## src/rtl/cpu_types_pkg.sv

```systemverilog
// Shared CPU memory-interface types: data word and RAM status encoding.
package cpu_types_pkg;

    localparam int WORD_W = 32;

    typedef logic [WORD_W-1:0] word_t;

    typedef enum logic [1:0] {
        FREE   = 2'd0,
        BUSY   = 2'd1,
        ACCESS = 2'd2,
        ERROR  = 2'd3
    } ramstate_t;

endpackage

```

## src/rtl/mem_arbiter.sv

```systemverilog
// Single-port RAM arbiter between the instruction fetch and data access paths.
// A grant is held by one requester until it completes (ACCESS), faults
// (ERROR or wait timeout) or drops its request; one idle cycle always separates
// grants. Data requests win in IDLE unless they have already starved a waiting
// instruction fetch STARVE_LIMIT times in a row.
module mem_arbiter
    import cpu_types_pkg::*;
#(
    parameter int STARVE_LIMIT = 4,
    parameter int TIMEOUT      = 255
) (
    input  logic      CLK,
    input  logic      RST,
    input  logic      iREN,
    input  word_t     iaddr,
    input  logic      dREN,
    input  logic      dWEN,
    input  word_t     daddr,
    input  word_t     dstore,
    output logic      ramREN,
    output logic      ramWEN,
    output word_t     ramaddr,
    output word_t     ramstore,
    input  word_t     ramload,
    input  ramstate_t ramstate,
    output logic      ihit,
    output logic      dhit,
    output word_t     iload,
    output word_t     dload,
    output logic      memerr
);

    typedef enum logic [1:0] {
        IDLE   = 2'd0,
        IGRANT = 2'd1,
        DGRANT = 2'd2
    } state_t;

    localparam logic [7:0] TIMEOUT_C = 8'(TIMEOUT);
    localparam logic [2:0] STARVE_C  = 3'(STARVE_LIMIT);

    state_t      state_r;
    logic [7:0]  wait_cnt_r;
    logic [2:0]  starve_cnt_r;

    logic        dreq_s;
    logic        owner_req_s;
    logic        access_s;
    logic        fault_s;
    logic        end_s;

    // Decode the current owner's request and how its grant ends this cycle.
    always_comb begin
        dreq_s      = dREN | dWEN;
        owner_req_s = 1'b0;
        case (state_r)
            IGRANT:  owner_req_s = iREN;
            DGRANT:  owner_req_s = dreq_s;
            default: owner_req_s = 1'b0;
        endcase
        access_s = owner_req_s && (ramstate == ACCESS);
        // A dropped request ends quietly; only a live request can fault.
        fault_s  = owner_req_s && !access_s &&
                   ((ramstate == ERROR) || (wait_cnt_r == TIMEOUT_C));
        end_s    = !owner_req_s || access_s || fault_s;
    end

    // Drive the RAM port and completion pulses from the owner; reset silences all.
    always_comb begin
        ramREN   = 1'b0;
        ramWEN   = 1'b0;
        ramaddr  = 32'd0;
        ramstore = 32'd0;
        ihit     = 1'b0;
        dhit     = 1'b0;
        memerr   = 1'b0;
        iload    = ramload;
        dload    = ramload;
        if (!RST) begin
            memerr = fault_s;
            case (state_r)
                IGRANT: begin
                    ramREN  = iREN;
                    ramaddr = iaddr;
                    ihit    = access_s;
                end
                DGRANT: begin
                    ramREN   = dREN;
                    ramWEN   = dWEN;
                    ramaddr  = daddr;
                    ramstore = dstore;
                    dhit     = access_s;
                end
                default: begin
                    ramREN = 1'b0;
                end
            endcase
        end else begin
            memerr = 1'b0;
        end
    end

    // Grant FSM with per-grant wait counter and instruction-starvation counter.
    always_ff @(posedge CLK) begin
        if (RST) begin
            state_r      <= IDLE;
            wait_cnt_r   <= 8'd0;
            starve_cnt_r <= 3'd0;
        end else begin
            case (state_r)
                IDLE: begin
                    wait_cnt_r <= 8'd0;
                    if (dreq_s && (!iREN || (starve_cnt_r < STARVE_C))) begin
                        state_r <= DGRANT;
                        if (iREN) begin
                            if (starve_cnt_r < STARVE_C) begin
                                starve_cnt_r <= starve_cnt_r + 3'd1;
                            end else begin
                                starve_cnt_r <= STARVE_C;
                            end
                        end else begin
                            starve_cnt_r <= 3'd0;
                        end
                    end else if (iREN) begin
                        state_r      <= IGRANT;
                        starve_cnt_r <= 3'd0;
                    end else begin
                        state_r      <= IDLE;
                        starve_cnt_r <= 3'd0;
                    end
                end
                IGRANT, DGRANT: begin
                    wait_cnt_r <= wait_cnt_r + 8'd1;
                    if (end_s) begin
                        state_r <= IDLE;
                    end else begin
                        state_r <= state_r;
                    end
                end
                default: begin
                    state_r    <= IDLE;
                    wait_cnt_r <= 8'd0;
                end
            endcase
        end
    end

endmodule

```

## config.mk

```make
export PLATFORM = sky130hd
export DESIGN_NAME = mem_arbiter
export DESIGN_NICKNAME = d
export VERILOG_FILES = /design/src/rtl/cpu_types_pkg.sv /design/src/rtl/mem_arbiter.sv
export SDC_FILE = /design/constraint.sdc
export NUM_CORES = 1
export LEC_CHECK = 0
export CAP_MARGIN = 5
export CORE_AREA = 2 2 103 105
export CTS_CLUSTER_SIZE = 12
export DETAILED_ROUTE_END_ITERATION = 10
export DIE_AREA = 0 0 105 107
export PLACE_DENSITY = 0.67
export REMOVE_ABC_BUFFERS = 1
export SYNTH_ARGS = -nofsm -noshare
export SYNTH_HDL_FRONTEND = slang
export SYNTH_SLANG_ARGS = --single-unit
```

## constraint.sdc

```tcl
create_clock -name CLK -period 4.5 [get_ports CLK]
set_input_delay 1.125 -clock CLK [delete_from_list [all_inputs] [get_ports CLK]]
set_output_delay 1.125 -clock CLK [all_outputs]
set_load 0.02 [all_outputs]
```

==> flow_summary.toml <==
[synthesis]
yosysUniqueCellTypes = 28
syn_area_um2 = 1810
synthCells = 252
synthFlopType = "dfxtp_1"
ys_warn_count = 0
syn_area_per_cell_um2 = 7.18
async_flop_share = 0
netlist.area_leader.share = 0.266
synth-seq-area-share = 0.144
synth-edff-count = 0
synth_area_leaders = "buf_4 27%, a22oi_1 15%, dfxtp_1 14%"
synth_seq_cells = 13
synth_top_area_cell = "buf_4"

[floorplanning]
core.rowCount = 37
core_um2 = 10100
dieArea_um2 = 11200
io_pins = 268
die_h_um = 107
die_x_um = 105
initial_core_util = 0.179

[worst_setup_path]
worstSetupEndpointType = "primary output"
worst-setup-path-type = "input port to primary output"
cpMaxStageDelayCell = "clkdlybuf4s50_1"
start_kind = "input port"
cpMostUsedCell = "clkdlybuf4s50_1"
cp_slowest_stage_delay_ns = 0.62
crit_arrival_ns = 2.96
critical_path_required_ns = 3.38
path_cells = "clkdlybuf4s50_1 -> a22oi_2 -> nor2_1 -> and4b_1 -> clkdlybuf4s50_1"
worstPathMaxFanout = 5

[final_layout]
layout_common_cells = "171 x clkdlybuf4s50_1, 47 x nor2_1, 35 x a22oi_1, 35 x and2_1, 13 x dfxtp_1"
nets = 492
fill_cells = 1088
drive_gt1_frac = 0.0285
synthToLayoutAreaGrowth_pct = 77.5
layout_commonest_cell = "clkdlybuf4s50_1"
diodes = 0
fin_util = 0.318

[clock_tree]
cts_resized = 0
clockBufferDepth = 2
path_clk_slew_ns = 0.05
worstSkewPairLatency_ns = 0.24
cts_buffers = 3
root_buffer = "clkbuf_8"
cts-htree-levels = 1
cts_post_setup_buffers_inserted = 0
cts_tree = "built"
numClockSinks = 13
hold_buffers = 0

[global_routing]
grt_pass1_vias = 2058
grt_max_degree = 42
grt_pass1_wl_um = 12700
grt_usage = 0.149
antenna_found_initial = 0
grt-ovfl-total = 0

[placed_design]
hpwl_um = 7260
place_congestion = 0.794
port_buffers = 171

[run_status]
status = "finished, final reports clean"

[sta]
max_freq_ghz = 0.245
setup_tns_ns = 0
hold_violations = 0
finalCritPeriodShare = 0.908
finClkSkew_ns = 0.000537
tightest_slew_ns = 0.426
rsz0062_at_grt = "no"
finalSetupViolations = 0
slew_viol_final = 0
period_needed_ns = 4.09
slew_headroom = 0.716

[power_and_ir_drop]
switching_share = 0.294
p_clk_frac = 0.229
internal_power_uw = 315
leakage_nw = 1.13
peakVddDrop_v = 0.0000935
p_per_area_nw_per_um2 = 139
seq_power_share = 0.270
pwr-share-comb = 0.501
power.switching_uw = 131

[detailed_routing]
post_drt_wl_per_cell_um = 18.5
drtAntennaViolNets = 0
via_count = 2145
drt-total-wl_um = 9010
drc = 0
drtIter0Drc = 90
dr.pass1.iters = 4
viasPerCell = 4.40

[flow_run]
maxCapViolations = 0

[hold_path]
hold_path_class = "flop to flop"
==> cells by family after synthesis <==
family / count (synthesis) / synth area share
muxes: 3 / 0.0166
buffers and inverters: 84 / 0.315
xor gates and xnor gates: 6 / 0.0290
AOI/OAI and AO/OA: 38 / 0.159
adders and majority gates: 5 / 0.0346
and+or+nand+nor: 103 / 0.302
DFF: 13 / 0.144
==> sequential cells by signal (all words and copies together), names as in the netlist <==
signal and count:
state_r 2, wait_cnt_r 8, starve_cnt_r 3
==> final timing paths <==
path	start	to	slack [ns]	cells after the start
setup / recovery	iREN	ihit	0.41	5
hold / removal	wait_cnt_r[0]	wait_cnt_r[0]	0.46	1
setup reg to reg	state_r[0]	state_r[0]	2.91	6
hold reg to reg	wait_cnt_r[0]	wait_cnt_r[0]	0.46	1
==> metrics by stage <==
stage / std cells / instance area [um^2] / hold slack, ns / setup slack [ns] / power (mW)
floorplan: 172 / 1250 / 0.426 / 1.02 / 0.203
global placement: 483 / 3170 / 0.438 / 0.407 / 0.345
detailed placement: 483 / 3170 / 0.448 / 0.406 / 0.349
CTS: 487 / 3210 / 0.461 / 0.394 / 0.452
global route: 487 / 3210 / 0.483 / 0.283 / 0.473
finish: 487 / 3210 / 0.461 / 0.414 / 0.447
==> critical path: cells and delay by family <==
kind | cells | cell delay (ns)
compound gates | 1 | 0.13
simple gates | 2 | 0.49
buf+inv | 2 | 1.21
==> cells in the mapped netlist, types with 2 or more instances <==
| master | count |
|---|---|
| inv_1 | 4 |
| dfxtp_1 | 13 |
| buf_4 | 64 |
| ha_1 | 5 |
| and4b_1 | 2 |
| xor2_1 | 5 |
| nand2_1 | 6 |
| a22oi_1 | 35 |
| clkbuf_1 | 4 |
| mux2i_1 | 3 |
| nand2b_1 | 3 |
| nand3_1 | 2 |
| buf_2 | 11 |
| and2_1 | 35 |
| nor2_1 | 47 |
==> power by group through the flow <==
stage | logic [mW] | registers, mW | clock network [mW]
6_report | 0.224 | 0.121 | 0.102
3_5_place_dp | 0.226 | 0.123 | 0
3_3_place_gp | 0.223 | 0.123 | 0
4_1_cts | 0.227 | 0.120 | 0.105
5_1_grt | 0.240 | 0.121 | 0.112
2_1_floorplan | 0.0804 | 0.123 | 0
==> metal layers <==
| layer | track usage | up-vias | share of wire |
|---|---|---|---|
| met4 | 0.0152 | 3 | 0.0032 |
| met5 | 0.0810 | - | 0.0063 |
| met3 | 0.106 | 5 | 0.16 |
| li1 | - | 969 | - |
| met1 | 0.175 | 977 | 0.39 |
| met2 | 0.219 | 191 | 0.43 |
==> area by class of cell <==
cell class	count	area (um^2)	area share
inverters	4	15.0	0.00467
flip-flops and latches	13	260	0.0810
multi-input cells	155	980	0.305
clock buffers	4	45.0	0.0140
well taps	136	170	0.0530
repair buffers	175	1740	0.542
Power figures use the tool's default switching activity.
